===== config.mk =====
export PLATFORM = sky130hd
export DESIGN_NAME = modport_alu_flat
export DESIGN_NICKNAME = d
export VERILOG_FILES = /design/src/rtl/modport_alu_pkg.sv /design/src/rtl/modport_alu_if.sv /design/src/rtl/modport_alu_core.sv /design/src/rtl/modport_alu.sv /design/src/flat_wrapper.sv
export SDC_FILE = /design/constraint.sdc
export NUM_CORES = 2
export LEC_CHECK = 0
export CAP_MARGIN = 20
export CORE_AREA = 5 5 403 405
export DETAILED_ROUTE_END_ITERATION = 8
export DIE_AREA = 0 0 408 410
export PLACE_DENSITY = 0.44
export RECOVER_POWER = 50
export SYNTH_ARGS = -nofsm -noshare
export SYNTH_HDL_FRONTEND = slang
export SYNTH_SLANG_ARGS = --single-unit
export TNS_END_PERCENT = 5

===== constraint.sdc =====
create_clock -name clk -period 120.7 [get_ports clk]
set_input_delay 24.14 -clock clk [delete_from_list [all_inputs] [get_ports clk]]
set_output_delay 24.14 -clock clk [all_outputs]
set_load 0.02 [all_outputs]

===== src/rtl/modport_alu_pkg.sv =====
// modport_alu_pkg: opcode encoding and default datapath width shared by the ALU files.
`default_nettype none

package modport_alu_pkg;

    localparam int ALU_W = 32;

    typedef enum logic [2:0] {
        OP_ADD = 3'b000,
        OP_SUB = 3'b001,
        OP_AND = 3'b010,
        OP_OR  = 3'b011,
        OP_XOR = 3'b100,
        OP_SLL = 3'b101,
        OP_SRA = 3'b110,
        OP_DIV = 3'b111
    } alu_op_e;

endpackage : modport_alu_pkg

`default_nettype wire


===== src/rtl/modport_alu_if.sv =====
// modport_alu_if: operand/opcode inputs and registered result/error outputs of the ALU.
`default_nettype none

interface modport_alu_if #(
    parameter int WIDTH = 32
);
    logic [WIDTH-1:0] A;
    logic [WIDTH-1:0] B;
    logic [2:0]       opcode;
    logic [WIDTH-1:0] Result;
    logic             Error;

    modport master (
        output A,
        output B,
        output opcode,
        input  Result,
        input  Error
    );

    modport slave (
        input  A,
        input  B,
        input  opcode,
        output Result,
        output Error
    );
endinterface : modport_alu_if

`default_nettype wire


===== src/rtl/modport_alu_core.sv =====
// modport_alu_core: purely combinational ALU function, (A, B, opcode) -> (res, err).
`default_nettype none

module modport_alu_core
    import modport_alu_pkg::*;
#(
    parameter int WIDTH = ALU_W
) (
    input  wire logic [WIDTH-1:0] a_i,
    input  wire logic [WIDTH-1:0] b_i,
    input  wire logic [2:0]       opcode_i,
    output logic      [WIDTH-1:0] res_o,
    output logic                  err_o
);

    localparam logic [WIDTH-1:0] MIN_INT = {1'b1, {(WIDTH-1){1'b0}}};

    logic [WIDTH-1:0] sum;
    logic [WIDTH-1:0] diff;
    logic [4:0]       shamt;
    alu_op_e          op;

    assign sum   = a_i + b_i;
    assign diff  = a_i - b_i;
    assign shamt = b_i[4:0];
    assign op    = alu_op_e'(opcode_i);

    always_comb begin
        res_o = '0;
        err_o = 1'b0;
        unique case (op)
            OP_ADD: begin
                res_o = sum;
                err_o = (a_i[WIDTH-1] == b_i[WIDTH-1]) && (sum[WIDTH-1] != a_i[WIDTH-1]);
            end
            OP_SUB: begin
                res_o = diff;
                err_o = (a_i[WIDTH-1] != b_i[WIDTH-1]) && (diff[WIDTH-1] != a_i[WIDTH-1]);
            end
            OP_AND: res_o = a_i & b_i;
            OP_OR:  res_o = a_i | b_i;
            OP_XOR: res_o = a_i ^ b_i;
            OP_SLL: res_o = a_i << shamt;
            OP_SRA: res_o = $signed(a_i) >>> shamt;
            OP_DIV: begin
                // The two undefined quotients are trapped before the divider sees them.
                if (b_i == '0) begin
                    res_o = '0;
                    err_o = 1'b1;
                end else if ((a_i == MIN_INT) && (b_i == '1)) begin
                    res_o = MIN_INT;
                    err_o = 1'b1;
                end else begin
                    res_o = $signed(a_i) / $signed(b_i);
                end
            end
            default: begin
                res_o = '0;
                err_o = 1'b0;
            end
        endcase
    end

endmodule : modport_alu_core

`default_nettype wire


===== src/rtl/modport_alu.sv =====
// modport_alu: single-cycle registered ALU; result and error flag register together.
`default_nettype none

module modport_alu
    import modport_alu_pkg::*;
#(
    parameter int WIDTH = ALU_W
) (
    input  wire logic    clk,
    input  wire logic    rst,
    modport_alu_if.slave bus
);

    logic [WIDTH-1:0] result_d;
    logic [WIDTH-1:0] result_q;
    logic             error_d;
    logic             error_q;

    modport_alu_core #(
        .WIDTH (WIDTH)
    ) u_core (
        .a_i      (bus.A),
        .b_i      (bus.B),
        .opcode_i (bus.opcode),
        .res_o    (result_d),
        .err_o    (error_d)
    );

    always_ff @(posedge clk) begin
        if (rst) begin
            result_q <= '0;
            error_q  <= 1'b0;
        end else begin
            result_q <= result_d;
            error_q  <= error_d;
        end
    end

    assign bus.Result = result_q;
    assign bus.Error  = error_q;

endmodule : modport_alu

`default_nettype wire


===== src/flat_wrapper.sv =====
// flat-port wrapper written by rule: the top's interface ports become plain ports
module modport_alu_flat import modport_alu_pkg::*;
#(
    parameter int WIDTH = ALU_W
)
  (clk, rst, bus_A, bus_B, bus_opcode, bus_Result, bus_Error);
  modport_alu_if #(.WIDTH(WIDTH)) bus_i ();
  input  wire logic clk;
  input  wire logic rst;
  input wire logic [$bits(bus_i.A)-1:0] bus_A;
  input wire logic [$bits(bus_i.B)-1:0] bus_B;
  input wire logic [$bits(bus_i.opcode)-1:0] bus_opcode;
  output wire logic [$bits(bus_i.Result)-1:0] bus_Result;
  output wire logic [$bits(bus_i.Error)-1:0] bus_Error;
  assign bus_i.A = bus_A;
  assign bus_i.B = bus_B;
  assign bus_i.opcode = bus_opcode;
  assign bus_Result = bus_i.Result;
  assign bus_Error = bus_i.Error;
  modport_alu #(.WIDTH(WIDTH)) u_core (.clk(clk), .rst(rst), .bus(bus_i));
endmodule

==> PnR_summary.wiki <==
{| class="wikitable"
! Metric !! Value
|-
| Run status || finished clean
|-
| Total of flip-flops plus latches after synthesis || 33
|-
| Total count of max-transition violations in the final report || 0
|-
| Max Fclk || roughly 8.7 MHz
|-
| Routed len/inst || approximately 26 um
|-
| Highest Signal Layer || met4
|-
| Yosys top cell area share || approximately a fifth
|-
| Largest cells by area after synthesis || sky130_fd_sc_hd__ha_1, sky130_fd_sc_hd__xnor2_1, sky130_fd_sc_hd__a21oi_1, sky130_fd_sc_hd__nor2_1, sky130_fd_sc_hd__nand2_1
|-
| Slew at the pin with the worst max-slew slack || 1.17 ns
|-
| Headroom to the max-slew limit || between 20% and 30%
|-
| Final instance area || between 40000 and 50000 um2
|-
| Final setup violating endpoints || 0
|-
| Routed wl met3 || ~14 mm
|-
| Synth Warn # || 0
|-
| Syn Nets || 6515
|-
| Fraction of layout instances using a drive strength above 1 || a little over 8%
|-
| Worst Hold Class || in -> reg
|-
| Hold_ws || approximately 25 ns
|-
| Initial antenna violation count || 6
|-
| Worst IR Drop VDD || 0.00528 mV
|-
| Maximum clock path buffer count || 2
|-
| Clock tree from TritonCTS || built
|-
| Hold Vio Cnt, Final || 0
|-
| Element type at the critical path start || primary input
|-
| Maximum fanout encountered on the critical timing path || 37
|-
| Pwr/cell area || approximately 11 nW/um2
|-
| TritonCTS buffer count || 5
|-
| Total number of nets in the final design || 6506
|-
| Largest net degree at the start of global routing || 64
|-
| Number of global-route vias before repair || between 40000 and 50000
|-
| Met1 wire length || approximately 93 mm
|-
| Overall Global Routing Usage || between 20% and 30%
|-
| Synthesized area || 39300 um2
|-
| Total of buffers placed on input and output ports || just over 100
|-
| Io pins || a little over 100
|-
| Initial core utilization || 24.9%
|-
| Top cell by count, worst path || sky130_fd_sc_hd__ha_1
|-
| Cell count after synthesis || about 5800
|-
| Number of library cell types mapped by synthesis || about 110
|-
| Site row count || 146
|-
| Root buffer cell || sky130_fd_sc_hd__clkbuf_16
|-
| Worst Setup Path Type || in -> reg
|-
| Cell at the slowest stage of the critical path || sky130_fd_sc_hd__or4_1
|-
| Post-detailed-placement half-perimeter wirelength || approximately 160 mm
|-
| Layout Utilization || 27.5%
|-
| Total DRC errors in the routed layout || 0
|-
| Hold-fix buffers at CTS || 0
|-
| Number of clock sinks || 33
|-
| Maximum single-stage delay on the critical path || between 0.8 and 0.9 ns
|-
| Number of H-tree levels || 2
|-
| Iteration count of the initial detailed-routing pass || 6
|-
| Y dimension of the die || around 410 um
|-
| Routability-driven placement congestion ratio || 0.978
|-
| Static Leak || about 19 nW
|-
| Via density per instance || 5.85
|-
| Clock slew seen by the registers of the worst setup and hold paths || roughly 0.090 ns
|-
| Placed Cells || between 7000 and 8000
|-
| Wire length on met2 || 90.7 mm
|-
| Wire length of the first global-routing pass || approximately 300 mm
|-
| Vias || about 46000
|-
| Remaining Overflow, GRT || 0
|-
| Placed Instance Area || ~43000 um2
|-
| Cell taking the most area after synthesis || sky130_fd_sc_hd__ha_1
|-
| Die area || approximately 170000 um2
|-
| Endpoint arrival time on the critical path || approximately 120 ns
|-
| CP endpoint kind || flip-flop
|-
| Shortest clock period the worst path allows after layout || between 100 and 150 ns
|-
| Horizontal die dimension || roughly 410 um
|-
| Reported max-cap violation count || 0
|-
| Share of flip-flops with an asynchronous set or reset || 0%
|-
| Average cell area after synthesis || about 6.8 um2
|-
| Required time of the critical path || 120.85 ns
|-
| Post-route non-filler standard cell count || roughly 8000
|-
| Number of synthesized flops with an enable pin || 0
|-
| Sequential share of the synthesized area || between 1.5 and 2%
|-
| Leading register cell type out of synthesis || sky130_fd_sc_hd__dfxtp_1
|-
| Antenna-violating nets left || 0
|-
| Area inside the core boundary || roughly 160000 um2
|-
| DRC marker count from the first detailed-route iteration || between 4000 and 5000
|-
| Final Cycle Share || between 90% and 100%
|-
| Wire length reported by the detailed router || about 210 mm
|-
| Area growth from synthesis to final layout || 10.8%
|}
-- cell usage after synthesis, types with 59 or more instances --
| library cell | n |
|---|---|
| sky130_fd_sc_hd__nor2_1 | 659 |
| sky130_fd_sc_hd__ha_1 | 628 |
| sky130_fd_sc_hd__nand2_1 | 520 |
| sky130_fd_sc_hd__a21oi_1 | 508 |
| sky130_fd_sc_hd__o21ai_0 | 387 |
| sky130_fd_sc_hd__xnor2_1 | 318 |
| sky130_fd_sc_hd__inv_1 | 267 |
| sky130_fd_sc_hd__nor3_1 | 200 |
| sky130_fd_sc_hd__clkbuf_1 | 187 |
| sky130_fd_sc_hd__a21o_1 | 154 |
| sky130_fd_sc_hd__o21a_1 | 138 |
| sky130_fd_sc_hd__nand3_1 | 130 |
| sky130_fd_sc_hd__xor2_1 | 118 |
| sky130_fd_sc_hd__a31oi_1 | 94 |
| sky130_fd_sc_hd__or3_1 | 87 |
| sky130_fd_sc_hd__mux2i_1 | 79 |
| sky130_fd_sc_hd__a211oi_1 | 76 |
| sky130_fd_sc_hd__nand4_1 | 74 |
| sky130_fd_sc_hd__mux2_2 | 66 |
| sky130_fd_sc_hd__nor2b_1 | 62 |
| sky130_fd_sc_hd__o211ai_1 | 59 |
| sky130_fd_sc_hd__o31ai_1 | 59 |
-- path summary, 6_finish.rpt --
| kind | cells past startpoint | startpoint | end | slack [ns] |
|---|---|---|---|---|
| max | 342 | bus_B[6] | u_core.bus.Result[15]$_SDFF_PP0_ | 5.45 |
| min | 6 | bus_B[3] | u_core.bus.Result[4]$_SDFF_PP0_ | 24.65 |
-- power breakdown --
| part | switching [mW] | leakage (nW) | total (mW) | internal, mW |
|---|---|---|---|---|
| combinational | 0.265 | 18.2 | 0.429 | 0.164 |
| clock | 0.00756 | 0.0641 | 0.0153 | 0.00776 |
| sequential | 0.000792 | 0.274 | 0.0131 | 0.0123 |
| total | 0.274 | 18.6 | 0.458 | 0.184 |
-- final cells by class --
cell class	instances	area [um2]
clock inverter	1	7.51
timing repair buffer	237	2010
multi-input combinational	5255	37100
sequential	33	661
clock buffer	7	133
antenna	2	5.00
fill	17600	114000
tap	2072	2590
inverter	275	1040
-- metrics by stage --
step                      TNS, ns  total power [mW]  setup WS, ns
final                           0             0.458          5.45
after global routing      -0.0594             0.495       -0.0594
after CTS                       0             0.448        0.0358
after detailed placement   -0.162             0.429        -0.162
after global placement          0             0.433         0.175
after floorplan                 0             0.307         15.82
-- worst max-delay path, delay by kind of cell --
family | cells | cell delay (ns)
buffers and inverters | 29 | 7.47
AO/OA/AOI/OAI | 182 | 49.19
adder cells (fa/ha/maj) | 31 | 9.86
XOR/XNOR | 1 | 0.35
multiplexers | 4 | 1.54
AND/OR/NAND/NOR | 95 | 22.52
-- routing by layer --
layer  GRT usage (%)  up-vias
met2            37.6     1924
met1            32.1    22300
li1                -    21600
met5               0        -
met4            8.74        0
met3            2.32      328
-- cell usage in the layout, fill, tap and decap left out, types with 24 or more instances in the layout --
| cell type | n |
|---|---|
| sky130_fd_sc_hd__nor2_1 | 649 |
| sky130_fd_sc_hd__ha_1 | 628 |
| sky130_fd_sc_hd__nand2_1 | 519 |
| sky130_fd_sc_hd__a21oi_1 | 502 |
| sky130_fd_sc_hd__o21ai_0 | 386 |
| sky130_fd_sc_hd__xnor2_1 | 300 |
| sky130_fd_sc_hd__inv_1 | 264 |
| sky130_fd_sc_hd__nor3_1 | 196 |
| sky130_fd_sc_hd__a21o_1 | 153 |
| sky130_fd_sc_hd__o21a_1 | 138 |
| sky130_fd_sc_hd__buf_4 | 131 |
| sky130_fd_sc_hd__nand3_1 | 127 |
| sky130_fd_sc_hd__xor2_1 | 118 |
| sky130_fd_sc_hd__a31oi_1 | 93 |
| sky130_fd_sc_hd__or3_1 | 86 |
| sky130_fd_sc_hd__mux2i_1 | 77 |
| sky130_fd_sc_hd__nand4_1 | 74 |
| sky130_fd_sc_hd__a211oi_1 | 72 |
| sky130_fd_sc_hd__mux2_2 | 66 |
| sky130_fd_sc_hd__nor2b_1 | 62 |
| sky130_fd_sc_hd__clkdlybuf4s50_1 | 60 |
| sky130_fd_sc_hd__o211ai_1 | 59 |
| sky130_fd_sc_hd__or2_2 | 57 |
| sky130_fd_sc_hd__o31ai_1 | 55 |
| sky130_fd_sc_hd__nand2b_1 | 50 |
| sky130_fd_sc_hd__and2_1 | 50 |
| sky130_fd_sc_hd__and3_1 | 46 |
| sky130_fd_sc_hd__o22ai_1 | 42 |
| sky130_fd_sc_hd__a211o_1 | 39 |
| sky130_fd_sc_hd__a221oi_1 | 38 |
| sky130_fd_sc_hd__o21bai_1 | 37 |
| sky130_fd_sc_hd__nor4_1 | 34 |
| sky130_fd_sc_hd__dlygate4sd3_1 | 33 |
| sky130_fd_sc_hd__dfxtp_1 | 33 |
| sky130_fd_sc_hd__mux4_2 | 32 |
| sky130_fd_sc_hd__a311oi_1 | 25 |
| sky130_fd_sc_hd__a21boi_0 | 24 |
-- logic make-up (layout without fill, tap and decap cells) --
| logic type | Yosys count | after routing | synth area share, % |
|---|---|---|---|
| flops | 33 | 33 | 1.68 |
| buf+inv | 528 | 520 | 5.22 |
| other cells | 0 | 2 | 0 |
| xor+xnor | 436 | 436 | 9.72 |
| mux | 177 | 177 | 5.74 |
| simple gates | 2068 | 2068 | 24.9 |
| compound gates | 1944 | 1944 | 32.6 |
| fa+ha+maj | 630 | 630 | 20.1 |
-- sequential cells by signal, indices dropped and copies added (netlist names) --
register and count:
u_core.bus.Result 32, u_core.bus.Error 1
-- timing repair --
| action | in CTS | in global routing |
|---|---|---|
| pin swaps | 0 | 4 |
| endpoints found under the setup margin | 1 | 32 |
| resized for setup | 1 | 53 |
| buffers inserted | 0 | 15 |
Note: power is estimated with default switching activity, not from simulation.
